**config.mk**
```make
export PLATFORM = sky130hd
export DESIGN_NAME = coin_timer_ctrl
export DESIGN_NICKNAME = d
export VERILOG_FILES = /design/src/rtl/coin_timer_ctrl_pkg.sv /design/src/rtl/coin_timer_ctrl_tick_gen.sv /design/src/rtl/coin_timer_ctrl.sv
export SDC_FILE = /design/constraint.sdc
export NUM_CORES = 1
export LEC_CHECK = 0
export ABC_AREA = 1
export CAP_MARGIN = 20
export CORE_ASPECT_RATIO = 1.5
export CORE_UTILIZATION = 58
export DETAILED_ROUTE_END_ITERATION = 10
export PLACE_DENSITY = 0.79
export SLEW_MARGIN = 20
export SYNTH_ARGS = -nofsm -noshare
export SYNTH_HDL_FRONTEND = slang
export SYNTH_SLANG_ARGS = --single-unit
```
**constraint.sdc**
```tcl
create_clock -name Clk -period 4 [get_ports Clk]
set_input_delay 1 -clock Clk [delete_from_list [all_inputs] [get_ports Clk]]
set_output_delay 1 -clock Clk [all_outputs]
set_load 0.05 [all_outputs]
```
**src/rtl/coin_timer_ctrl_pkg.sv**
```systemverilog
// ----------------------------------------------------------------------------
// coin_timer_ctrl_pkg
// Shared definitions for the coin-operated session timer:
//   - state_e        : controller state encoding
//   - CAP_MODE1      : credit ceiling (seconds) when the latched mode is 1
//   - CAP_DEFAULT    : credit ceiling (seconds) for every other mode
//   - MODE_ONE       : encoding of the short-session mode
//   - cap_for()      : ceiling lookup for a mode
//   - sat_add()      : add seconds to a credit, clamping at a ceiling
// Build option: COIN_TIMER_PAUSE_EN adds the PAUSED state.
// ----------------------------------------------------------------------------
package coin_timer_ctrl_pkg;

    typedef enum logic [2:0] {
        ST_IDLE    = 3'd0,
        ST_CREDIT  = 3'd1,
        ST_RUNNING = 3'd2,
`ifdef COIN_TIMER_PAUSE_EN
        ST_PAUSED  = 3'd3,
`endif
        ST_DONE    = 3'd4
    } state_e;

    localparam logic [9:0] CAP_MODE1   = 10'd119;
    localparam logic [9:0] CAP_DEFAULT = 10'd599;
    localparam logic [3:0] MODE_ONE    = 4'd1;

    function automatic logic [9:0] cap_for(input logic [3:0] mode);
        return (mode == MODE_ONE) ? CAP_MODE1 : CAP_DEFAULT;
    endfunction

    // The sum is formed at 32 bits so a large per-coin credit cannot wrap
    // the 10-bit credit before it is compared with the ceiling.
    function automatic logic [9:0] sat_add(input logic [9:0]  base,
                                           input int unsigned add,
                                           input logic [9:0]  cap);
        int unsigned sum;
        sum = {22'd0, base} + add;
        return (sum > {22'd0, cap}) ? cap : sum[9:0];
    endfunction

endpackage

```
**src/rtl/coin_timer_ctrl_tick_gen.sv**
```systemverilog
// ----------------------------------------------------------------------------
// tick_gen
// One-second prescaler. Counts 0..TICK_DIV-1 while Run is high and holds its
// value while Run is low, so a paused session resumes mid-second.
// Ports:
//   Clk      in  clock
//   nReset   in  synchronous active-low reset (count returns to 0)
//   Run      in  advance the count this cycle
//   Restart  in  force the count back to 0 (takes priority over Run)
//   Tick     out high during the terminal-count cycle while Run is high
// ----------------------------------------------------------------------------
module tick_gen #(
    parameter int unsigned TICK_DIV = 50000000
) (
    input  logic Clk,
    input  logic nReset,
    input  logic Run,
    input  logic Restart,
    output logic Tick
);

    localparam int unsigned    CW   = $clog2(TICK_DIV);
    localparam logic [CW-1:0]  TERM = CW'(TICK_DIV - 1);

    logic [CW-1:0] count_q;
    logic [CW-1:0] count_d;

    always_comb begin
        count_d = count_q;
        if (Restart) begin
            count_d = '0;
        end else if (Run) begin
            count_d = (count_q == TERM) ? '0 : count_q + CW'(1);
        end
    end

    always_ff @(posedge Clk) begin
        if (!nReset) begin
            count_q <= '0;
        end else begin
            count_q <= count_d;
        end
    end

    assign Tick = Run && (count_q == TERM);

endmodule

```
**src/rtl/coin_timer_ctrl.sv**
```systemverilog
// ----------------------------------------------------------------------------
// coin_timer_ctrl
// Coin-credited countdown controller. Coins buy COIN_SECONDS each (clamped
// at a mode-dependent ceiling), Start runs the countdown at one second per
// TICK_DIV clocks, Cancel aborts, and Done pulses once when credit runs out.
// Build option: define COIN_TIMER_PAUSE_EN to let Pause toggle
// RUNNING <-> PAUSED; otherwise Pause is ignored.
// Ports:
//   Clk             in   clock
//   nReset          in   synchronous active-low reset
//   CoinIn          in   one-cycle coin-accepted pulse
//   ModeSel[3:0]    in   mode, latched on the first coin of a session
//   Start           in   begin countdown (from CREDIT)
//   Cancel          in   abort the session
//   Pause           in   one-cycle pause/resume toggle
//   CounterInput    out  latched mode
//   CounterEnable   out  one-cycle advance strobe, once per second tick
//   CounterClear_n  out  active-low one-cycle clear (reset, session start)
//   Remaining[9:0]  out  remaining seconds
//   Busy            out  high whenever not IDLE
//   Done            out  one-cycle expiry pulse
// ----------------------------------------------------------------------------
module coin_timer_ctrl
    import coin_timer_ctrl_pkg::*;
#(
    parameter int unsigned TICK_DIV     = 50000000,
    parameter int unsigned COIN_SECONDS = 60
) (
    input  logic       Clk,
    input  logic       nReset,
    input  logic       CoinIn,
    input  logic [3:0] ModeSel,
    input  logic       Start,
    input  logic       Cancel,
    input  logic       Pause,
    output logic [3:0] CounterInput,
    output logic       CounterEnable,
    output logic       CounterClear_n,
    output logic [9:0] Remaining,
    output logic       Busy,
    output logic       Done
);

    state_e     state_q, state_d;
    logic [9:0] rem_q, rem_d;
    logic [3:0] mode_q, mode_d;
    logic       clr_n_q, clr_n_d;
    logic       tick;
    logic       restart;
    logic [9:0] cap;

`ifndef COIN_TIMER_PAUSE_EN
    logic pause_unused;
    assign pause_unused = Pause;
`endif

    tick_gen #(
        .TICK_DIV (TICK_DIV)
    ) u_tick_gen (
        .Clk     (Clk),
        .nReset  (nReset),
        .Run     (state_q == ST_RUNNING),
        .Restart (restart),
        .Tick    (tick)
    );

    // State register
    always_ff @(posedge Clk) begin
        if (!nReset) begin
            state_q <= ST_IDLE;
            rem_q   <= '0;
            mode_q  <= '0;
            clr_n_q <= 1'b0;
        end else begin
            state_q <= state_d;
            rem_q   <= rem_d;
            mode_q  <= mode_d;
            clr_n_q <= clr_n_d;
        end
    end

    // Next-state logic
    always_comb begin
        state_d = state_q;
        rem_d   = rem_q;
        mode_d  = mode_q;
        clr_n_d = 1'b1;
        restart = 1'b0;
        cap     = cap_for(mode_q);

        case (state_q)
            ST_IDLE: begin
                if (CoinIn) begin
                    state_d = ST_CREDIT;
                    mode_d  = ModeSel;
                    // Ceiling comes from the mode being latched now.
                    rem_d   = sat_add(10'd0, COIN_SECONDS, cap_for(ModeSel));
                    clr_n_d = 1'b0;
                end
            end

            ST_CREDIT: begin
                if (Cancel) begin
                    state_d = ST_IDLE;
                    rem_d   = '0;
                end else begin
                    if (CoinIn) begin
                        rem_d = sat_add(rem_q, COIN_SECONDS, cap);
                    end
                    if (Start) begin
                        state_d = ST_RUNNING;
                        restart = 1'b1;
                    end
                end
            end

            ST_RUNNING: begin
                if (Cancel) begin
                    state_d = ST_IDLE;
                    rem_d   = '0;
                end else begin
                    if (tick) begin
                        if (CoinIn) begin
                            rem_d = sat_add(rem_q - 10'd1, COIN_SECONDS, cap);
                        end else begin
                            rem_d = rem_q - 10'd1;
                            if (rem_q == 10'd1) begin
                                state_d = ST_DONE;
                            end
                        end
                    end else if (CoinIn) begin
                        rem_d = sat_add(rem_q, COIN_SECONDS, cap);
                    end
`ifdef COIN_TIMER_PAUSE_EN
                    // Expiry wins over a same-cycle pause request.
                    if (Pause && state_d == ST_RUNNING) begin
                        state_d = ST_PAUSED;
                    end
`endif
                end
            end

`ifdef COIN_TIMER_PAUSE_EN
            ST_PAUSED: begin
                if (Cancel) begin
                    state_d = ST_IDLE;
                    rem_d   = '0;
                end else begin
                    if (CoinIn) begin
                        rem_d = sat_add(rem_q, COIN_SECONDS, cap);
                    end
                    if (Pause) begin
                        state_d = ST_RUNNING;
                    end
                end
            end
`endif

            ST_DONE: begin
                state_d = ST_IDLE;
                rem_d   = '0;
            end

            default: begin
                state_d = ST_IDLE;
                rem_d   = '0;
            end
        endcase
    end

    // Output logic
    always_comb begin
        Busy          = (state_q != ST_IDLE);
        Done          = (state_q == ST_DONE);
        // tick is only ever high in RUNNING; Cancel suppresses the strobe.
        CounterEnable = tick && (state_q == ST_RUNNING) && !Cancel;
    end

    assign CounterInput   = mode_q;
    assign CounterClear_n = clr_n_q;
    assign Remaining      = rem_q;

endmodule

```
### Word level (Yosys, flattened, before mapping)

Index checks and enable logic that the tools add are counted.

| storage, ports and cells | value |
|---|---|
| input port bits | 10 |
| output and inout bits | 18 |
| word-level logic and storage cells | 60 |
| register bits after elaboration | 44 |

| cells by class | value |
|---|---|
| add/sub/neg operators | 4 |
| bitwise logic cells | 1 |
| multiplexer cells | 26 |
| reductions and logical operators | 9 |
| $lt $le $gt $ge | 3 |
| equal/unequal tests | 12 |

Operators with widths:

| operator | number |
|---|---|
| 10-bit two-way mux | 11 |
| 10-bit case mux with 3 select lines | 1 |
| 26-bit by 1-bit adder with 26-bit output, second input constant | 1 |
| 26-bit == test, second input constant | 1 |
| 26-bit two-way mux | 1 |
| 10-bit by 6-bit adder with 11-bit output, second input constant | 2 |
| 11-bit by 10-bit > comparator with 1-bit output | 2 |
| 3-bit two-way mux | 7 |
| 3-bit inequality test, second input constant | 4 |
| 10-bit by 1-bit == test with 1-bit output, second input constant | 1 |
| 6-bit by 10-bit > comparator with 1-bit output, first input constant | 1 |
| 10-bit by 1-bit subtractor with 10-bit output, second input constant | 1 |
| 3-bit case mux with 3 select lines | 1 |
| 4-bit by 1-bit == test with 1-bit output, second input constant | 2 |
| 1-bit two-way mux | 5 |
| 5-bit AND reduction | 1 |
| 3-bit by 1-bit == test with 1-bit output, second input constant | 1 |
| 3-bit by 2-bit == test with 1-bit output, second input constant | 1 |
| 3-bit == test, second input constant | 1 |
| 1-bit logical AND | 3 |
| 3-bit logical NOT | 1 |
| 3-bit nonzero test | 1 |
| 2-bit inequality test, second input constant | 1 |
| 2-bit AND reduction | 1 |
| 3 further kinds | 3 |

### Longest topological paths before layout

| logic depth | value |
|---|---|
| word-level depth | 8 |
| mapped depth | 26 |
| gate-level depth less buffers | 26 |

### Hierarchy

Synthesis repeated with hierarchy kept, for this count alone.

| second synthesis, totals | value |
|---|---|
| cells, all modules | 603 |
| area, all modules | 3694.8 um^2 |

By module, submodules not included:

| module | area each (um^2) | instances | cells each | seq. area each (um^2) |
|---|---|---|---|---|
| coin_timer_ctrl | 2070.7 | 1 | 344 | 360.3 |
| tick_gen | 1624.1 | 1 | 259 | 520.5 |

### Worst setup path after synthesis

Ideal clock, no wire load.

| path | value |
|---|---|
| path kind | reg2reg |
| from | register rem_q[0] (netlist: Remaining[0]) |
| to | register rem_q[4] (netlist: Remaining[4]) |
| setup slack | 0.736 ns |
| stages on the path, launching flop included | 26 |
| arrival time | 3.132 ns |
| cell sequence | dfxtp_1 inv_2 ha_1 inv_2 nand2_4 nand2_2 nand2_2 nand2_2 nor2_2 nand2_2 nand3_1 nor2_1 xor2_1 ha_1 inv_1 nor2_4 a21oi_2 nand3_2 nand2_2 nand2_1 o21ai_1 nand2_1 nand2_1 nand2_1 nand2_1 a21oi_2 |

| on the way | value |
|---|---|
| cells in the longest elaborated chain, start to end | 8 |
| elaborated cells on any way between the ends | 13 |
| those cells by class | add/sub (3); order compare (2); mux (8) |

Ends and longest elaborated chain:

| item | line | RTL |
|---|---|---|
| start, declared | coin_timer_ctrl.sv:45 | `logic [9:0] rem_q, rem_d;` |
| start signal, assigned | coin_timer_ctrl.sv:76 | `rem_q <= rem_d;` |
| 10-bit by 1-bit subtractor with 10-bit output | coin_timer_ctrl.sv:124, coin_timer_ctrl.sv:126 |  |
| 10-bit by 6-bit adder with 11-bit output | coin_timer_ctrl_pkg.sv:38 | `sum = {22'd0, base} + add;` |
| 11-bit by 10-bit > comparator with 1-bit output | coin_timer_ctrl_pkg.sv:39 | `return (sum > {22'd0, cap}) ? cap : sum[9:0];` |
| 10-bit two-way mux | coin_timer_ctrl_pkg.sv:39 |  |
| 10-bit two-way mux | coin_timer_ctrl.sv:123 | `if (CoinIn) begin` |
| 10-bit two-way mux | coin_timer_ctrl.sv:122 | `if (tick) begin` |
| 10-bit two-way mux | coin_timer_ctrl.sv:118 | `if (Cancel) begin` |
| 10-bit case mux with 3 select lines * | coin_timer_ctrl.sv:91 | `case (state_q)` |

Every way passes the cells marked *; elsewhere a longest branch is shown, timed or not.
A chain may end at the register's enable or synchronous reset.

### Worst setup path in the final report

| path | value |
|---|---|
| from | register u_tick_gen.count_q[0] |
| to | output CounterEnable |

| on the way | value |
|---|---|
| cells in the longest elaborated chain, start to end | 4 |

Ends and longest elaborated chain:

| item | line | RTL |
|---|---|---|
| start, declared | coin_timer_ctrl_tick_gen.sv:25 | `logic [CW-1:0] count_q;` |
| start signal, assigned | coin_timer_ctrl_tick_gen.sv:41 | `count_q <= count_d;` |
| 26-bit == test | coin_timer_ctrl_tick_gen.sv:45 | `assign Tick = Run && (count_q == TERM);` |
| 1-bit logical AND | coin_timer_ctrl_tick_gen.sv:45 |  |
| 1-bit logical AND (2 in a row) | coin_timer_ctrl.sv:176 | `CounterEnable = tick && (state_q == ST_RUNNING) && !Cancel;` |
| end, declared | coin_timer_ctrl.sv:37 | `output logic CounterEnable,` |

Every way passes these cells.

==> run summary <==
status: finished, final reports clean
Pwr per Cell Area: 296.2 nW/um^2
clock-pin slew on the worst setup and hold paths: 0.08 ns
vias in the first global route: 3597
IO Pins: 28
post-synthesis simple-gate area fraction: 0.4271
syn_area_per_cell: 6.417 sq um
first-pass GRT wire length: 15790 um
Root Driver: clkbuf_8
final setup vio count: 0
setup ws final: 0.5093 ns
setup slack, reg-to-reg: 0.55 ns
Reg-to-Reg End: Remaining[6]
DRC: 0
Worst EP arrival: 2.49 ns
EDFF count, synth: 0
max_cap viols: 0
Total GRT Usage: 0.3149
synth unique cells: 45
Hold EP: CounterInput[3]
Worst-Skew Late Latency: 0.30 ns
Max clock buf depth: 2
core box area: 5828 sq um
top_reg_cell synth: dfxtp_1
Pleak: 1.741 nW
CP Launch Type: register
Die Area: 6430 sq um
DR pass1 iterations: 5
Vias: 3749
Hold Crit Class: reg2reg
Setup crit end kind: primary output
number of buffers inserted by port buffering: 26
Total Power: 1.168 mW
number of diodes: 0
Rows: 34
Synth async-reset ratio: 0
crit-path max FO: 5
HPWL Detailed: 7720 um
adder-cell share of the synthesized area: 0.04592
total grt overflow: 0
Final Hold Vio Count: 0
sequential area share after synthesis: 0.2487
final slew viol count: 0
share of post-route cells with drive strength above 1: 0.1416
fin nets: 601
unrepaired setup endpoints after global routing: no
Synth-to-Final Area Change: 11.27%
hold path depth: 2
largest family of logic cells by synthesized area: simple AND/OR/NAND/NOR gates
post-synthesis mux area share: 0
Post-Route Utilization: 0.6763
gate count after technology mapping: 552
fin crit share: 0.8727
Routed WL per cell: 14.77 um
Worst-Margin Slew: 0.6942 ns
largest net degree at the start of global routing: 17
DRT iter0 DRCs: 209
setup TNS: 0 ns
Mapped Nets: 575
CTS HTree Levels: 2
WS Path Type: reg2out
Synth Area in Compound Gates: 0.1512
Worst EP required: 3.00 ns
fill count: 544
clock period minus worst slack: 3.491 ns
f_max: 286.5 MHz
pre-CTS setup slack: 0.4702 ns
GPL Wtd Cong: 0.9493
cts hold-fix bufs: 0
Syn. warnings: 0
clock tree sinks: 44
die width: 65.81 um
final WL: 9618 um
vias per std cell: 5.759
initial antenna violation count: 0
Reg2Reg Depth: 23
Initial Util: 0.6078
post-route ant nets: 0
Die Y-Extent: 97.71 um
Max-slew headroom: 0.5355
hold_sp: CounterInput[3]
start of the worst register-to-register path: Remaining[0]
Cell Area, Synth: 3542 sq um
CTS buffer count: 5
Synth Register Bits: 44
Max rail drop VDD: 0.0002643 V
post-synthesis xor/xnor area fraction: 0.01236
final setup skew: 0.007969 ns
TritonCTS clock tree: done
==> where the power goes <==
part	internal (mW)	switching [mW]	total [mW]
clock	0.138	0.144	0.282
sequential	0.448	0.0153	0.463
combinational	0.140	0.283	0.423
==> routing by layer <==
layer	GRT usage	wire length, um	vias up
met5	0	0	-
met4	0.2191	634	0
met3	0.03873	342	44
met2	0.5863	5044	98
met1	0.3036	3598	1725
li1	-	-	1882
==> synth_stat cells, types with 2 or more instances <==
cell | n | area share
o211ai_1 | 6 | 0.013
a21oi_2 | 3 | 0.0074
nand2_2 | 18 | 0.032
inv_1 | 69 | 0.073
nand2_4 | 4 | 0.013
a31oi_1 | 3 | 0.0053
nand2_1 | 122 | 0.13
nor2_2 | 10 | 0.018
buf_4 | 5 | 0.011
dfxtp_1 | 44 | 0.25
nand4_1 | 20 | 0.035
nor4_1 | 8 | 0.014
nand3_1 | 53 | 0.075
ha_1 | 13 | 0.046
o21a_1 | 2 | 0.0042
o21ai_0 | 22 | 0.031
clkbuf_1 | 2 | 0.0021
nor3_1 | 17 | 0.024
o21bai_1 | 2 | 0.0042
inv_2 | 12 | 0.013
nand4_2 | 2 | 0.0071
nor2_1 | 30 | 0.032
nand3_2 | 3 | 0.0085
o21ai_1 | 8 | 0.011
buf_2 | 4 | 0.0057
xor2_1 | 5 | 0.012
a21oi_1 | 36 | 0.051
nor2_4 | 6 | 0.019
or2_2 | 5 | 0.0088
buf_6 | 3 | 0.0095
==> repair_timing <==
item	4_1_cts	5_1_grt
setup endpoints to repair	0	1
resized for setup	0	1
setup buffers	0	0
==> cell families after synthesis <==
logic type | Yosys count
and+or+nand+nor | 302
buffers and inverters | 96
AOI/OAI and AO/OA | 92
DFF | 44
adders and majority gates | 13
xor gates and xnor gates | 5
==> placed cells by master, fill, tap and decap left out, types with 3 or more instances in the layout <==
cell / n
buf_4: 7
dfxtp_1: 44
nand2_2: 18
nand3_2: 3
o21ai_1: 8
nand4_1: 20
nand2_1: 122
nor3_1: 17
nor2_1: 30
nor4_1: 8
nor2_4: 6
nand3_1: 53
xor2_1: 5
a21oi_1: 36
inv_2: 12
ha_1: 13
nand2_4: 4
or2_2: 5
a21oi_2: 3
o211ai_1: 6
nor2_2: 10
a31oi_1: 3
o21ai_0: 22
clkdlybuf4s50_1: 25
clkbuf_8: 6
inv_1: 69
==> state kept, by name (all words and copies together) (netlist names) <==
signal / count
CounterInput: 4
u_tick_gen.count_q: 26
Remaining: 10
CounterClear_n: 1
state_q: 3
==> worst max path at each step <==
stage                          endpoint  slack (ns)                   from
after floorplan            Remaining[4]        0.74           Remaining[0]
after global placement    CounterEnable        0.51                 Cancel
after detailed placement  CounterEnable        0.47  u_tick_gen.count_q[0]
after CTS                 CounterEnable        0.12  u_tick_gen.count_q[0]
after global routing       Remaining[6]        0.25           Remaining[0]
final                     CounterEnable        0.51  u_tick_gen.count_q[0]
==> metrics by stage <==
| stage | instance area (sq um) | cells | hold WS, ns |
|---|---|---|---|
| finish | 3941 | 651 | 0.4849 |
| global route | 3941 | 651 | 0.5058 |
| CTS | 3939 | 651 | 0.4886 |
| detailed placement | 3846 | 643 | 0.4747 |
| global placement | 3846 | 643 | 0.4532 |
| floorplan | 3542 | 552 | 0.4431 |
==> critical path, stage by stage, from the launching register on <==
cell	delay, ns
dfxtp_1	0.39
ha_1	0.29
nand3_1	0.10
nor4_1	0.27
nand2_1	0.16
nor2_2	0.24
inv_1	0.13
nor2_1	0.15
dlymetal6s2s_1	0.44
==> cell type report <==
class / count / area (sq um) / area share
clock buffers: 6 / 82.58 / 0.02095
clock inverters: 2 / 10.01 / 0.002540
inverters: 82 / 307.8 / 0.07810
multi-input cells: 412 / 2255 / 0.5721
flip-flops and latches: 44 / 880.8 / 0.2235
well taps: 72 / 90.09 / 0.02286
repair buffers: 33 / 315.3 / 0.08000
Note: power is estimated with default switching activity, not from simulation.
